[src/rtl/fft_pkg.sv]
// Shared FFT definitions: default frame size, sample layout and index bit reversal.
// The reversal function is width-generic up to BITREV_MAX_W bits.
package fft_pkg;

   localparam int N_LOG2_DEF   = 4;
   localparam int BITREV_MAX_W = 16;

   typedef struct packed {
      logic [15:0] re;
      logic [15:0] im;
   } sample_t;

   // Reverses the low n_log2 bits of k; bits above n_log2 come back as zero.
   function automatic logic [BITREV_MAX_W-1:0] bitrev(input logic [BITREV_MAX_W-1:0] k,
                                                      input int n_log2);
      logic [BITREV_MAX_W-1:0] r;
      r = '0;
      for (int i = 0; i < BITREV_MAX_W; i++) begin
         if (i < n_log2) r[i] = k[n_log2-1-i];
      end
      return r;
   endfunction

endpackage

[src/rtl/bitrev_index.sv]
// Combinational N_LOG2-bit index reversal for the reorder buffer write address.
// Zero latency; no flow control.
module bitrev_index
   import fft_pkg::*;
#(
   parameter int N_LOG2 = N_LOG2_DEF
) (
   input  logic [N_LOG2-1:0] i_idx,
   output logic [N_LOG2-1:0] o_idx
);

   assign o_idx = N_LOG2'(bitrev(BITREV_MAX_W'(i_idx), N_LOG2));

endmodule

[src/rtl/fft_bitrev_reorder.sv]
// Ping-pong reorder buffer: writes FFT-order samples to bitrev(k), reads natural order.
// First output one edge after a frame completes; in_ready drops only while both banks are full.
module fft_bitrev_reorder
   import fft_pkg::*;
#(
   parameter int N_LOG2 = N_LOG2_DEF,
   parameter int DATA_W = 32
) (
   input  logic              clk,
   input  logic              rst_n,
   input  logic              in_valid,
   output logic              in_ready,
   input  logic [DATA_W-1:0] in_data,
   input  logic              in_last,
   output logic              out_valid,
   input  logic              out_ready,
   output logic [DATA_W-1:0] out_data,
   output logic [N_LOG2-1:0] out_index,
   output logic              out_last,
   output logic              frame_err
);

   localparam int N = 1 << N_LOG2;
   localparam logic [N_LOG2-1:0] LAST_IDX = N_LOG2'(N - 1);

   logic [DATA_W-1:0] r_mem [2*N];

   logic              r_wr_bank;
   logic              r_rd_bank;
   logic [N_LOG2-1:0] r_wr_cnt;
   logic [N_LOG2-1:0] r_rd_cnt;
   logic [1:0]        r_full;
   logic              r_out_valid;
   logic [DATA_W-1:0] r_out_data;
   logic [N_LOG2-1:0] r_out_index;
   logic              r_out_last;
   logic              r_frame_err;

   logic [N_LOG2-1:0] w_wr_addr;
   logic              w_wr_acc;
   logic              w_wr_wrap;
   logic              w_load;
   logic              w_rd_wrap;
   logic [1:0]        w_full_nxt;

   bitrev_index #(
      .N_LOG2 (N_LOG2)
   ) u_bitrev (
      .i_idx (r_wr_cnt),
      .o_idx (w_wr_addr)
   );

   assign in_ready  = !r_full[r_wr_bank];
   assign w_wr_acc  = in_valid && in_ready;
   assign w_wr_wrap = (r_wr_cnt == LAST_IDX);
   assign w_load    = r_full[r_rd_bank] && (!r_out_valid || out_ready);
   assign w_rd_wrap = (r_rd_cnt == LAST_IDX);

   // Writer and reader never own the same bank, so set and clear never collide.
   always_comb begin
      w_full_nxt = r_full;
      if (w_wr_acc && w_wr_wrap) w_full_nxt[r_wr_bank] = 1'b1;
      if (w_load && w_rd_wrap)   w_full_nxt[r_rd_bank] = 1'b0;
   end

   always_ff @(posedge clk) begin
      if (w_wr_acc) r_mem[{r_wr_bank, w_wr_addr}] <= in_data;
   end

   always_ff @(posedge clk or negedge rst_n) begin
      if (!rst_n) begin
         r_wr_bank   <= 1'b0;
         r_rd_bank   <= 1'b0;
         r_wr_cnt    <= '0;
         r_rd_cnt    <= '0;
         r_full      <= '0;
         r_out_valid <= 1'b0;
         r_out_data  <= '0;
         r_out_index <= '0;
         r_out_last  <= 1'b0;
         r_frame_err <= 1'b0;
      end else begin
         r_full <= w_full_nxt;
         if (w_wr_acc) begin
            r_wr_cnt <= r_wr_cnt + 1'b1;
            if (w_wr_wrap) r_wr_bank <= !r_wr_bank;
            // in_last only flags framing errors; the count alone defines the frame.
            if (in_last != w_wr_wrap) r_frame_err <= 1'b1;
         end
         if (w_load) begin
            r_out_data  <= r_mem[{r_rd_bank, r_rd_cnt}];
            r_out_index <= r_rd_cnt;
            r_out_last  <= w_rd_wrap;
            r_out_valid <= 1'b1;
            r_rd_cnt    <= r_rd_cnt + 1'b1;
            if (w_rd_wrap) r_rd_bank <= !r_rd_bank;
         end else if (r_out_valid && out_ready) begin
            r_out_valid <= 1'b0;
         end
      end
   end

   assign out_valid = r_out_valid;
   assign out_data  = r_out_data;
   assign out_index = r_out_index;
   assign out_last  = r_out_last;
   assign frame_err = r_frame_err;

endmodule

[config.mk]
export PLATFORM = sky130hd
export DESIGN_NAME = fft_bitrev_reorder
export DESIGN_NICKNAME = d
export VERILOG_FILES = /design/src/rtl/fft_pkg.sv /design/src/rtl/bitrev_index.sv /design/src/rtl/fft_bitrev_reorder.sv
export SDC_FILE = /design/constraint.sdc
export NUM_CORES = 1
export LEC_CHECK = 0
export CAP_MARGIN = 20
export CELL_PAD_IN_SITES_DETAIL_PLACEMENT = 0
export CELL_PAD_IN_SITES_GLOBAL_PLACEMENT = 1
export CORE_ASPECT_RATIO = 0.9
export CORE_MARGIN = 5
export CORE_UTILIZATION = 57
export CTS_BUF_LIST = sky130_fd_sc_hd__clkbuf_4
export DETAILED_ROUTE_END_ITERATION = 10
export MAX_ROUTING_LAYER = met4
export PLACE_DENSITY_LB_ADDON = 0.1
export SLEW_MARGIN = 20
export SYNTH_ARGS = -nofsm -noshare
export SYNTH_HDL_FRONTEND = slang
export SYNTH_HIERARCHICAL = 1
export SYNTH_SLANG_ARGS = --single-unit
[constraint.sdc]
create_clock -name clk -period 3.9 [get_ports clk]
set_clock_uncertainty 0.05 [all_clocks]
set_input_delay 1.17 -clock clk [delete_from_list [all_inputs] [get_ports clk]]
set_output_delay 1.17 -clock clk [all_outputs]
set_load 0.01 [all_outputs]
Yosys cells after proc, flatten, opt, wreduce, memory -nomap -nowiden
Memories as Yosys holds them, arrays and structs flattened. A register that Yosys moved wholly into a read port is not among the register bits. Cells that the tools add are included.

Memory bits (writable): 1024. Memories kept: 1. Flip-flop bits (word level): 19. Bits in read-only memories: 0. Output and inout bits: 40. Word-level logic and storage cells: 53. Bits of input ports: 37. Bits in latches: 0.

Memory list: r_mem (words 32, width 32, read ports 1, clocked after Yosys merged registers in 1, write ports 1, RTL line fft_bitrev_reorder.sv:26) `logic [DATA_W-1:0] r_mem [2*N];`.

$lt $le $gt $ge: 4. Bitwise logic cells: 3. Eq/ne operators: 3. Add/sub/neg operators: 2. Shift operators: 0. Div/mod/pow operators: 0. Mux-type cells: 14. Reductions and logical operators: 17. $mul: 0.

Operators by type and width (number): 1-bit two-way mux (10); 4-bit by 1-bit adder with 4-bit output (second input constant) (2); 4-bit == test (second input constant) (2); 1-bit logical AND (7); 2-bit AND reduction (3); 1-bit logical NOT (5); 1-bit by 2-bit less-than comparator with 1-bit output (second input constant) (2); 2-bit two-way mux (2); 2-bit bitwise AND (1); 1-bit demux with 1-bit select (2); 1-bit greater-or-equal comparator (second input constant) (2); 2-bit NOT (1); 2-bit bitwise OR (1); 2-bit nonzero test (1); 1-bit logical OR (1); 1-bit != test (1).

Logic depth before layout (Yosys ltp)
Word-level depth: 8. Mapped depth: 9. Mapped depth without buffers: 5.

Cells and area by module
Netlist, hierarchy kept.

Modules (own cells, without submodules): fft_bitrev_reorder (area an instance 42165.4 um^2, sequential area each 32025.7 um^2, cells an instance 2135, instances 1); bitrev_index (area an instance 30.0 um^2, sequential area each 0.0 um^2, cells an instance 4, instances 1).

Least setup slack after synthesis
No wires, ideal clock.

Path kind: input to register. Start point: input in_valid. End point: memory r_mem[30][0], enable pin. Data required time: 3.429 ns. Stages on the path: 4. Arrival: 3.144 ns. Path slack: 0.285 ns. Path through: and2_1 > clkbuf_1 > nand3b_1 > nor2_1.

Cells in the longest elaborated chain, start to end: 3.

RTL lines: start, declared (RTL line fft_bitrev_reorder.sv:11) `input logic in_valid,`; 1-bit logical AND (RTL line fft_bitrev_reorder.sv:54) `assign w_wr_acc = in_valid && in_ready;`; 1-bit two-way mux (RTL line fft_bitrev_reorder.sv:67) `if (w_wr_acc) r_mem[{r_wr_bank, w_wr_addr}] <= in_data;`; 1-bit two-way mux (implied by the code) (RTL line fft_bitrev_reorder.sv:67); end, declared (RTL line fft_bitrev_reorder.sv:26).

No other way between the ends.

Final worst setup path
Start point: register r_wr_bank. End point: output in_ready.

Cells in the longest elaborated chain, start to end: 3.

RTL lines: start, declared (RTL line fft_bitrev_reorder.sv:28) `logic r_wr_bank;`; start signal, assigned (RTL line fft_bitrev_reorder.sv:86) `if (w_wr_wrap) r_wr_bank <= !r_wr_bank;`; 1-bit two-way mux (implied by the code) (2 in series) (RTL line fft_bitrev_reorder.sv:53) `assign in_ready = !r_full[r_wr_bank];`; 1-bit logical NOT (RTL line fft_bitrev_reorder.sv:53); end, declared (RTL line fft_bitrev_reorder.sv:12) `output logic in_ready,`.

No other way between the ends. The select of a mux whose other input is x is not followed.

==> metrics.csv <==
stage,metric,value,unit
status,status,"finished, final reports clean",
worst_setup_path,max_stage_delay,0.60,ns
timing,slew_violations,0,
grt,antenna_found_initial,4,
clock_network,cts_tree,yes,
worst_setup_path,worstPathCellList,"mux2i_1, clkdlybuf4s50_1",
pwr,ir_worst_vdd,0.4783,mV
pwr,leakage,16.27,nW
clock_network,cts.sinks,1075,
grt,grt_pass1_wl,141500,um
synth,ys.flop_type,edfxtp_1,
floorplanning,ios,77,
place,placedCellCount,3147,
synth,post_synth.cell_area_avg,19.73,um2
layout,layout_commonest_cell,edfxtp_1,
floorplanning,die_area,79580,um2
pwr,total_power,0.03268,W
floorplanning,rows,94,
clock_network,cts_setup_buffers,0,
place,preCtsSetupSlack,0.5776,ns
drt,dr_total_vias,21747,
timing,setup_violations,0,
drt,ant_nets,0,
floorplanning,die_w,296.8,um
place,hpwl,56650,um
synth,synth-edff-count,1024,
drt,wl,95010,um
timing,relSlewSlack,37.25,%
synth,synth_fp_nets,2178,
synth,netlist.area_leader.share,72.87,%
drt,vias_per_cell,6.016,
synth,async_reset_ff_share,4.744,%
worst_setup_path,crit_required,2.68,ns
timing,fmax,271.1,MHz
synth,ys_ff_latch,1075,
timing,finalCriticalPeriod,3.688,ns
layout,final.fill_count,5097,
drt,firstDrtPassIters,5,
place,port_buffers,76,
clock_network,clockBufferDepth,4,
synth,synth_area,42200,um2
clock_network,cts-buffers-inserted,283,
layout,multiInputGateArea,9320,um2
synth,synth_area_leaders,"edfxtp_1, mux2i_1, mux4_2",
job,cap_violations,0,
timing,worst_pin_slew,0.9412,ns
worst_hold_path,hold_class,in2async,
grt,grt_max_degree,85,
layout,final_util,65.36,%
grt,grt_usage,24.79,%
synth,synth_warnings,6,
layout,layout_common_cells,"edfxtp_1, clkbuf_4, mux2i_1",
worst_setup_path,crit_path_max_fanout,12,
floorplanning,core-area,73270,um2
clock_network,clkTransAtPathRegs,0.07,ns
timing,hold_viol_final,0,
worst_setup_path,endpoint_kind,output port,
worst_setup_path,crit_slowest_cell,clkdlybuf4s50_1,
clock_network,clock_latency,1.11,ns
floorplanning,die_h,268.1,um
place,gp_congestion,0.8181,
worst_setup_path,critPathKind,reg2out,
timing,rsz0062_at_grt,no,
synth,postSynthCellCount,2139,
synth,yosysTopAreaCell,edfxtp_1,
timing,fin_ws,0.2117,ns
synth,yosysUniqueCellTypes,46,
drt,drtIter0Drc,1918,
layout,regArea,32040,um2
drt,drc_errors,0,
synth,seq_area_frac_synth,75.90,%
worst_setup_path,startpoint_type,flip-flop,
layout,drive_gt1_share,28.44,%
floorplanning,start_util,57.59,%
clock_network,cts_hold_buf,0,
layout,fin_cells,3615,
pwr,powerDensity,682.4,nW/um2
grt,grt_overflow_total,0,
clock_network,root_buffer,clkbuf_4,
drt,wire_per_inst,26.28,um
worst_setup_path,cp.arrival,2.47,ns
timing,finalCritPeriodShare,94.57,%
clock_network,ctsHtreeMaxLevel,5,
layout,area_delta_synth_final,13.50,%
layout,fin_nets,2511,
timing,setup_tns,0,ns
grt,grt_pass1_vias,22382,
per-layer routing:
| layer | part of all wire [%] | GRT usage, % | vias to the layer above |
|---|---|---|---|
| met5 | 0 | - | - |
| met4 | 2.2 | 8.199 | 0 |
| met3 | 7.4 | 6.212 | 162 |
| met2 | 48 | 37.22 | 812 |
| met1 | 43 | 34.08 | 11166 |
| li1 | - | - | 9607 |
state kept, by name, indices dropped and copies added, names as in the netlist:
signal / cells
out_index: 4
out_last: 1
frame_err: 1
r_wr_bank: 1
r_wr_cnt: 4
out_valid: 1
r_rd_cnt: 4
r_mem: 1024
out_data: 32
r_full: 2
r_rd_bank: 1
cell usage after synthesis (18+ instances only):
| cell type | count |
|---|---|
| edfxtp_1 | 1024 |
| mux2i_1 | 290 |
| mux2_2 | 69 |
| a21oi_1 | 66 |
| nor2_1 | 65 |
| a22oi_1 | 64 |
| o22ai_1 | 64 |
| mux4_2 | 63 |
| dfrtp_1 | 51 |
| nand2_1 | 42 |
| nand3_1 | 36 |
| o21ai_0 | 34 |
| mux4_1 | 33 |
| clkbuf_1 | 32 |
| buf_6 | 31 |
| a41oi_2 | 28 |
| a221o_2 | 19 |
| buf_4 | 18 |
path summary, 6_finish.rpt:
path	startpoint	end	slack (ns)	cells after the start
max	r_wr_bank	in_ready	0.21	2
min	rst_n	out_data[4]	0.19	2
max reg2reg	r_rd_cnt[0]	out_data[27]	1.04	6
min reg2reg	frame_err	frame_err	0.44	1
max in group asynchronous	rst_n	r_rd_cnt[1]	3.03	2
min in group clk	frame_err	frame_err	0.44	1
power by group:
part / internal [W] / total [W] / switching [W] / leakage, nW
Combinational: 0.00402 / 0.00957 / 0.00555 / 4.47
Sequential: 0.0135 / 0.0140 / 0.000556 / 9.79
Clock: 0.00487 / 0.00907 / 0.00420 / 2.01
Total: 0.0224 / 0.0327 / 0.0103 / 16.3
worst max-delay path: cells and delay by family, from the launching register on:
kind / cells / cell delay [ns]
DFF: 1 / 0.48
muxes: 1 / 0.33
buffers and inverters: 1 / 0.60
cell families after synthesis:
group / Yosys count / synth area share (%)
buffers and inverters: 138 / 2.666
adder cells (fa/ha/maj): 2 / 0.05930
multiplexers: 455 / 14.14
XOR/XNOR: 9 / 0.1868
flip-flops: 1075 / 75.90
AO/OA/AOI/OAI: 295 / 5.305
AND/OR/NAND/NOR: 165 / 1.747
final cells by class:
type                       instances  share of cell area (%)
clock inverter                    59                  0.5852
tap                              960                   2.508
antenna                            4                 0.02090
timing repair buffer             182                   4.143
inverter                           4                 0.03135
sequential                      1075                   66.90
clock buffer                     405                   6.348
multi-input combinational        926                   19.46
what timing repair did:
action / 4_1_cts / 5_1_grt
endpoints found under the setup margin: 0 / 1
endpoints found under the hold margin: 0 / 0
resized for setup: 0 / 1
per-stage QoR:
step                instance area [um2]  hold WS (ns)
finish                            47890        0.1864
global route                      47890        0.1570
CTS                               47880        0.1047
detailed placement                44560        0.4272
global placement                  44560        0.4266
floorplan                         42200        0.4173
No activity file was read; power rests on OpenSTA's default activity.
